--- config.mk ---
export PLATFORM = sky130hd
export DESIGN_NAME = key_debounce_reader
export DESIGN_NICKNAME = d
export VERILOG_FILES = /design/src/rtl/key_debounce_reader.sv
export SDC_FILE = /design/constraint.sdc
export NUM_CORES = 1
export LEC_CHECK = 0
export ABC_AREA = 1
export CAP_MARGIN = 5
export CORE_AREA = 2 2 96 98
export DETAILED_ROUTE_END_ITERATION = 10
export DIE_AREA = 0 0 98 100
export PLACE_DENSITY = 0.84
export RECOVER_POWER = 100
export SLEW_MARGIN = 20
export SYNTH_ARGS = -nofsm -noshare
export SYNTH_HDL_FRONTEND = slang
export SYNTH_SLANG_ARGS = --single-unit
--- constraint.sdc ---
create_clock -name FPGA_CLK -period 2.05 [get_ports FPGA_CLK]
set_clock_uncertainty 0.05 [all_clocks]
set_input_delay 0.41 -clock FPGA_CLK [delete_from_list [all_inputs] [get_ports FPGA_CLK]]
set_output_delay 0.41 -clock FPGA_CLK [all_outputs]
set_load 0.02 [all_outputs]
--- src/rtl/key_debounce_reader.sv ---
// Push-button reader: two-flop synchronizer, press/release debounce FSM,
// long-press detection and a modulo-256 press counter.
module key_debounce_reader #(
  parameter int unsigned DEBOUNCE_CYCLES = 500000,
  parameter int unsigned LONG_CYCLES     = 50000000
) (
  input  logic       FPGA_CLK,
  input  logic       FPGA_RST,
  input  logic       F_KEY,
  output logic       KEY_LEVEL,
  output logic       PRESS_PULSE,
  output logic       RELEASE_PULSE,
  output logic       LONG_PULSE,
  output logic [7:0] PRESS_COUNT
);

  typedef enum logic [2:0] {
    ST_IDLE       = 3'd0,
    ST_PRESS_DB   = 3'd1,
    ST_HELD       = 3'd2,
    ST_LONG       = 3'd3,
    ST_RELEASE_DB = 3'd4
  } state_t;

  // The sample seen on the state's entry edge counts as the first one.
  localparam logic [31:0] DB_LAST   = 32'(DEBOUNCE_CYCLES - 32'd2);
  localparam logic [31:0] LONG_LAST = 32'(LONG_CYCLES - 32'd1);

  function automatic logic [31:0] sat_inc(input logic [31:0] v);
    return (v == 32'hFFFF_FFFF) ? v : v + 32'd1;
  endfunction

  state_t      state_q;
  logic        sync1_q;
  logic        sync2_q;
  logic        ret_long_q;
  logic [31:0] db_q;
  logic [31:0] hold_q;
  logic        raw_pressed;

  assign raw_pressed = ~sync2_q;

  // Synchronizer, debounce/hold FSM and registered strobes.
  always_ff @(posedge FPGA_CLK) begin
    if (FPGA_RST) begin
      sync1_q       <= 1'b1;
      sync2_q       <= 1'b1;
      state_q       <= ST_IDLE;
      ret_long_q    <= 1'b0;
      db_q          <= 32'd0;
      hold_q        <= 32'd0;
      KEY_LEVEL     <= 1'b0;
      PRESS_PULSE   <= 1'b0;
      RELEASE_PULSE <= 1'b0;
      LONG_PULSE    <= 1'b0;
      PRESS_COUNT   <= 8'd0;
    end else begin
      sync1_q       <= F_KEY;
      sync2_q       <= sync1_q;
      PRESS_PULSE   <= 1'b0;
      RELEASE_PULSE <= 1'b0;
      LONG_PULSE    <= 1'b0;
      case (state_q)
        ST_IDLE: begin
          if (raw_pressed) begin
            state_q <= ST_PRESS_DB;
            db_q    <= 32'd0;
          end else begin
            state_q <= ST_IDLE;
          end
        end
        ST_PRESS_DB: begin
          if (!raw_pressed) begin
            state_q <= ST_IDLE;
          end else if (db_q >= DB_LAST) begin
            state_q     <= ST_HELD;
            PRESS_PULSE <= 1'b1;
            KEY_LEVEL   <= 1'b1;
            PRESS_COUNT <= PRESS_COUNT + 8'd1;
            hold_q      <= 32'd0;
          end else begin
            db_q <= sat_inc(db_q);
          end
        end
        ST_HELD: begin
          if (!raw_pressed) begin
            state_q    <= ST_RELEASE_DB;
            ret_long_q <= 1'b0;
            db_q       <= 32'd0;
          end else if (hold_q >= LONG_LAST) begin
            state_q    <= ST_LONG;
            LONG_PULSE <= 1'b1;
            hold_q     <= sat_inc(hold_q);
          end else begin
            hold_q <= sat_inc(hold_q);
          end
        end
        ST_LONG: begin
          if (!raw_pressed) begin
            state_q    <= ST_RELEASE_DB;
            ret_long_q <= 1'b1;
            db_q       <= 32'd0;
          end else begin
            hold_q <= sat_inc(hold_q);
          end
        end
        ST_RELEASE_DB: begin
          // A re-press before release is confirmed resumes the hold untouched.
          if (raw_pressed) begin
            state_q <= ret_long_q ? ST_LONG : ST_HELD;
          end else if (db_q >= DB_LAST) begin
            state_q       <= ST_IDLE;
            RELEASE_PULSE <= 1'b1;
            KEY_LEVEL     <= 1'b0;
          end else begin
            db_q <= sat_inc(db_q);
          end
        end
        default: begin
          state_q    <= ST_IDLE;
          ret_long_q <= 1'b0;
          db_q       <= 32'd0;
          hold_q     <= 32'd0;
          KEY_LEVEL  <= 1'b0;
        end
      endcase
    end
  end

endmodule

==> results of run 1 <==
## metal layers
layer / routed length [µm] / track usage (%)
met1: 5620 / 30.8
met2: 6240 / 43.7
met3: 590 / 4.46
met4: 249 / 9.19
met5: 0 / 0
## cell type report
type | instances | area share (%)
Clock buffer | 9 | 2.12
Clock inverter | 7 | 1.80
Inverter | 107 | 6.87
Multi-Input combinational cell | 618 | 50.7
Sequential cell | 82 | 28.2
Tap cell | 111 | 2.38
Timing Repair Buffer | 43 | 7.92
## worst max-delay path by stage
stage	to	depth (start not counted)
global route	db_q[31]	13
detailed placement	db_q[9]	13
floorplan	db_q[25]	12
finish	db_q[19]	13
CTS	hold_q[17]	14
global placement	PRESS_COUNT[5]	14
## registers in the layout, indices dropped and copies added, names as in the netlist
| register | cells |
|---|---|
| hold_q | 32 |
| LONG_PULSE | 1 |
| ret_long_q | 1 |
| KEY_LEVEL | 1 |
| sync1_q | 1 |
| PRESS_COUNT | 8 |
| PRESS_PULSE | 1 |
| RELEASE_PULSE | 1 |
| sync2_q | 1 |
| db_q | 32 |
| state_q | 3 |
## synthesized netlist by cell type (all sizes together)
cell	count	share of area, %
o21bai	2	0.29
nand4	36	4.4
and2	3	0.37
or2	3	0.37
nor3	30	2.9
buf	15	2.0
nand3	52	5.4
clkbuf	12	0.88
clkinv	1	0.074
o221ai	2	0.34
inv	106	7.8
o21ai	32	3.4
xor2	8	1.4
a31oi	1	0.12
nand3b	2	0.29
a21boi	1	0.37
nor3b	3	0.44
nor4	1	0.12
nand2	236	18
and3	1	0.12
a211oi	1	0.15
dfxtp	82	32
nor2	152	12
a21oi	48	4.8
ha	4	0.98
## timing repair
item | in CTS | in global routing
gates resized for setup | 0 | 31
buffers inserted | 0 | 5
endpoints found under the setup margin | 0 | 72
endpoints found under the hold margin | 0 | 0
## stage by stage
stage	total power (W)	utilization [%]	hold WS, ns
2_1_floorplan	0.00205	-	0.339
3_3_place_gp	0.00214	60.8	0.348
3_5_place_dp	0.00214	60.8	0.349
4_1_cts	0.00351	63.4	0.369
5_1_grt	0.00372	65.8	0.373
6_report	0.00358	65.8	0.367
## power by group through the flow
stage / registers [W] / clock network [W] / logic (W)
floorplan: 0.00174 / 0 / 0.000311
global placement: 0.00175 / 0 / 0.000386
detailed placement: 0.00175 / 0 / 0.000391
CTS: 0.00172 / 0.00140 / 0.000395
global route: 0.00173 / 0.00147 / 0.000520
finish: 0.00172 / 0.00139 / 0.000467
## worst max-delay path: stages, from the launching register on
cell and delay (ns):
dfxtp_4 0.39, inv_2 0.04, ha_2 0.16, or2_0 0.21
nand2_1 0.06, nand2_1 0.06, nand2_2 0.07, nand2_2 0.06
nand2_4 0.09, nand2_4 0.09, a21boi_4 0.29, buf_6 0.16
clkbuf_16 0.13, nor3_1 0.04
## logic make-up (layout without fill, tap and decap cells)
family                     Yosys count  after routing  share of synthesized area (%)
adders and majority gates            4              4                          0.983
xor gates and xnor gates             8              8                           1.38
AOI/OAI and AO/OA                   87             87                           9.44
buffers and inverters              134            166                           10.8
and+or+nand+nor                    519            519                           45.1
DFF                                 82             82                           32.2
==> summary.md, run 1 <==
| Metric | Value |
|---|---|
| Status | `finished clean` |
| Die Span Y | `100 µm` |
| Share of cells above drive strength 1 | `12.0%` |
| Synth warn | `0` |
| Max-slew violations | `0` |
| FMAX | `506 MHz` |
| Clk network pwr share | `38.9%` |
| Switching share of power | `29.0%` |
| P per Cell Area | `612 mW/mm²` |
| Post-Layout Inst Area | `0.00585 mm²` |
| Post-Layout Cell Count | `977` |
| Netlist cell types | `39` |
| TritonCTS Buffers | `9` |
| Crit Path Max Fanout | `5` |
| Pre-antenna DRT Iters | `5` |
| CTS Hold Buffers Added | `0` |
| Flop pwr share | `48.1%` |
| Hold path endpoint | `sync2_q` |
| First-pass GRT wire length | `20.4 mm` |
| Pin count of the biggest net entering global routing | `40` |
| Crit path kind | `reg2reg` |
| Drt first-iter violations | `336` |
| Cell Rows | `35` |
| Placer Congestion | `0.927` |
| GRT Total Usage | `25.0%` |
| CTS H-Tree Depth | `3` |
| Sequential cell area fraction in the yosys report | `32.2%` |
| Combinational group share of total power | `13.0%` |
| Final ANT Viol Nets | `0` |
| CP endpoint kind | `register` |
| Syn Area/Cell | `6.10 µm²` |
| HP Class | `reg2reg` |
| Unrepaired setup endpoints after global routing | `yes` |
| Fin crit share | `96.4%` |
| # port buffers | `14` |
| Pleak | `2.33 nW` |
| N_diodes | `0` |
| Clock Sinks | `82` |
| MaxCap Viol Count | `0` |
| Grt total ovfl | `0` |
| Worst rel slew slack | `64.2%` |
| Post-route DRC violation count | `0` |
| Multi-input gate area | `0.00297 mm²` |
| Internal power | `0.00254 W` |
| Slew @ Worst Pin | `0.536 ns` |
| Crit path DAT | `2.19 ns` |
| Number of global-route vias before repair | `4640` |
| Sw Pwr | `0.00104 W` |
| Drt total wl | `12.7 mm` |
| Root buffer cell | `clkbuf_8` |
| Commonest non-fill, non-tap cells in the layout | `217 x nand2_1, 139 x nor2_1, 95 x inv_1, 78 x dfxtp_1, 49 x nand3_1` |
| Wire per inst | `13.0 µm` |
| Cell Area, Synth | `0.00509 mm²` |
| Clock transition at path regs | `0.10 ns` |
| Fillers | `771` |
| Routed via count | `5264` |
| Number of antenna violations at the first check in global routing | `0` |
| Synthesized instance count | `834` |
| Max IR drop VDD | `562 µV` |
| Post-DP HPWL | `8.45 mm` |
| Core ar. | `0.00889 mm²` |
| Total Neg Setup Slack | `0 ns` |
| Worst r2r path cells | `13` |
| R2R Path Start | `db_q[0]` |
| Nets | `868` |
| FF-to-FF setup slack | `0.07 ns` |
| Drt via density | `5.39` |
| Worst setup path start | `db_q[0]` |
| Die ar. | `0.00980 mm²` |
| Most common cell after layout, fill and taps aside | `nand2_1` |
| Syn Nets | `841` |
| Hold Path Depth | `1` |
| CTS tree | `done` |
| FF/Latch Area | `0.00165 mm²` |
| Final setup fails | `0` |
| Seq cells post-synth | `82` |
| Critical path launch point type | `register` |
| Placed instance area | `0.00541 mm²` |
| Critical Path RT | `2.27 ns` |
| Tmin final | `1.98 ns` |
| Area grow syn2layout | `14.8%` |
| Worst-Skew Late Latency | `0.37 ns` |
| Die Width | `98 µm` |
| RR Endpoint | `db_q[19]` |
| I/O pin count | `15` |
| Hold Path Origin | `sync1_q` |
| Post-place setup slack | `0.0515 ns` |
| Buffer levels on the longest clock path | `2` |
| PnR worst setup slack | `0.0738 ns` |
| Final hold viol count | `0` |
| Initial Util | `57.3%` |
| Placed cells | `952` |
Note: power is estimated with default switching activity, not from simulation.
==> run 2: changes to the inputs <==
Settings changed: CORE_AREA 2 2 96 98 to 2 2 69 136, DIE_AREA 0 0 98 100 to 0 0 71 138.
==> summary.md, run 2 (synthesized netlist as in run 1, its figures left out) <==
| Metric | Value |
|---|---|
| Max-slew violations | `0 (unchanged)` |
| Die Width | `71 µm (-28%)` |
| Delay-heaviest family, CP | `simple AND/OR/NAND/NOR gates` |
| Clock transition at path regs | `0.07 ns (-0.03 ns)` |
| Routed via count | `5504 (+4.6%)` |
| FMAX | `513 MHz (+1.3%)` |
| Pre-antenna DRT Iters | `6 (+1)` |
| Flop pwr share | `44.4% (-3.7 points)` |
| Worst Hold Slack | `0.371 ns (+0.00386 ns)` |
| Commonest non-fill, non-tap cells in the layout | `220 x nand2_1, 141 x nor2_1, 94 x inv_1, 77 x dfxtp_1, 49 x nand3_1` |
| Sw Pwr | `0.00108 W (+3.8%)` |
| Slowest cell on the critical path | `dfxtp_4` |
| Most used cell, CP | `nand2_1` |
| Post-Layout Cell Count | `972 (-0.51%)` |
| Slew @ Worst Pin | `0.600 ns (+0.0637 ns)` |
| Placer Congestion | `0.997 (+7.6%)` |
| Switching share of power | `27.8% (-1.1 points)` |
| Die ar. | `0.00980 mm² (about the same)` |
| Worst-Skew Late Latency | `0.34 ns (-0.03 ns)` |
| Fillers | `803 (+4.2%)` |
| CTS tree | `done` |
| I/O pin count | `15 (unchanged)` |
| Final hold viol count | `0 (unchanged)` |
| Pin count of the biggest net entering global routing | `40 (unchanged)` |
| Post-DP HPWL | `10.0 mm (+19%)` |
| Die Span Y | `138 µm (+38%)` |
| Placed cells | `951 (-0.11%)` |
| Area grow syn2layout | `16.0%` |
| GRT Total Usage | `29.0% (+4.0 points)` |
| Top flop regs | `db_q: 32 flops, hold_q: 32 flops, PRESS_COUNT: 8 flops` |
| CTS Hold Buffers Added | `0 (unchanged)` |
| Crit path kind | `reg2reg` |
| Initial Util | `57.3% (unchanged)` |
| Worst rel slew slack | `59.9% (-4.4 points)` |
| TritonCTS Buffers | `9 (unchanged)` |
| Status | `finished clean` |
| PnR worst setup slack | `0.0997 ns (+0.0259 ns)` |
| Critical path launch point type | `register` |
| CTS H-Tree Depth | `3 (unchanged)` |
| HP Class | `reg2reg` |
| # port buffers | `14 (unchanged)` |
| Clock Sinks | `82 (unchanged)` |
| Most common cell after layout, fill and taps aside | `nand2_1` |
| Drt first-iter violations | `398 (+18%)` |
| Drt total wl | `14.6 mm (+15%)` |
| Root buffer cell | `clkbuf_16` |
| Fin crit share | `95.1% (-1.3 points)` |
| Max IR drop VDD | `882 µV (+57%)` |
| Post-place setup slack | `-0.0190 ns (-0.0705 ns)` |
| Final core occ | `66.4% (+0.65 points)` |
| P per Cell Area | `655 mW/mm² (+7.0%)` |
| MaxCap Viol Count | `0 (unchanged)` |
| Crit Path Max Fanout | `12 (+7)` |
| Critical path buffers and inverters | `2 (-1)` |
| Pleak | `2.37 nW (+1.7%)` |
| Drt via density | `5.66 (+5.1%)` |
| Total Neg Setup Slack | `0 ns (unchanged)` |
| Worst path cell trace | `inv_2 > ha_1 > or2_0 > nand2_1 > nand2_1 > nand2_1 > nand2_1 > nand2_2 > nand2_4 > a21boi_4 > buf_6 > nor2_1 > nor2_1` |
| Core ar. | `0.00889 mm² (unchanged)` |
| Post-route DRC violation count | `0 (unchanged)` |
| Internal power | `0.00279 W (+9.8%)` |
| Number of global-route vias before repair | `5254 (+13%)` |
| Nets | `872 (+0.46%)` |
| First-pass GRT wire length | `22.9 mm (+12%)` |
| Number of antenna violations at the first check in global routing | `0 (unchanged)` |
| Final ANT Viol Nets | `0 (unchanged)` |
| Cell Rows | `49 (+40%)` |
| CP endpoint kind | `register` |
| Share of cells above drive strength 1 | `12.0% (-0.055 points)` |
| Crit path DAT | `2.17 ns (-0.02 ns)` |
| N_diodes | `0 (unchanged)` |
| Slowest cell delay on critical path | `0.37 ns (-0.02 ns)` |
| Critical Path RT | `2.27 ns (about the same)` |
| Combinational group share of total power | `12.1% (-0.9 points)` |
| Clk network pwr share | `43.5% (+4.6 points)` |
| Buffer levels on the longest clock path | `2 (unchanged)` |
| Final setup fails | `0 (unchanged)` |
| Wire per inst | `15.0 µm (+15%)` |
| Grt total ovfl | `0 (unchanged)` |
| Tmin final | `1.95 ns (-0.0259 ns)` |
==> run 2: repair_timing <==
action,CTS,global route
buffers inserted,0,3
cloned,0,2
gates resized for setup,2,20
endpoints found under the setup margin,3,57
pin swaps,0,1
==> run 2: power groups by stage <==
stage                     logic (W)  clock network, W  registers, W
after CTS                  0.000425           0.00169       0.00171
after floorplan            0.000311                 0       0.00174
after global placement     0.000419                 0       0.00175
after global routing       0.000523           0.00176       0.00172
final                      0.000466           0.00168       0.00172
after detailed placement   0.000423                 0       0.00175
==> run 2: worst register-to-register path, stage by stage (launching register included) <==
cell	delay [ns]
dfxtp_4	0.37
inv_2	0.03
ha_1	0.17
or2_0	0.19
nand2_1	0.06
nand2_1	0.04
nand2_1	0.06
nand2_1	0.06
nand2_2	0.12
nand2_4	0.10
a21boi_4	0.25
buf_6	0.18
nor2_1	0.06
nor2_1	0.13
==> run 2: final timing paths <==
path | slack (ns) | end | cells after the start | start
max | 0.1 | db_q[17] | 13 | db_q[0]
min | 0.37 | sync2_q | 1 | sync1_q
max reg2reg | 0.1 | db_q[17] | 13 | db_q[0]
min reg2reg | 0.37 | sync2_q | 1 | sync1_q
==> run 2: metrics by stage <==
step                cell area, µm²  total power (W)
floorplan                     5090          0.00205
finish                        5900          0.00387
global placement              5470          0.00217
global route                  5900          0.00400
detailed placement            5470          0.00217
CTS                           5780          0.00383
==> run 2: per-layer routing <==
| layer | vias up | GRT usage [%] | routed length, µm |
|---|---|---|---|
| met2 | 179 | 55.1 | 8260 |
| met3 | 65 | 3.86 | 498 |
| li1 | 2722 | - | - |
| met4 | 0 | 20.2 | 898 |
| met1 | 2538 | 27.0 | 4920 |
| met5 | - | 0 | 0 |
==> run 2: final cells by class <==
cell class	count	area [µm²]	area share [%]
Tap cell	102	128	2.16
Clock buffer	9	225	3.81
Clock inverter	7	81.3	1.38
Timing Repair Buffer	47	477	8.07
Inverter	107	402	6.80
Sequential cell	82	1650	28.0
Multi-Input combinational cell	618	2940	49.8
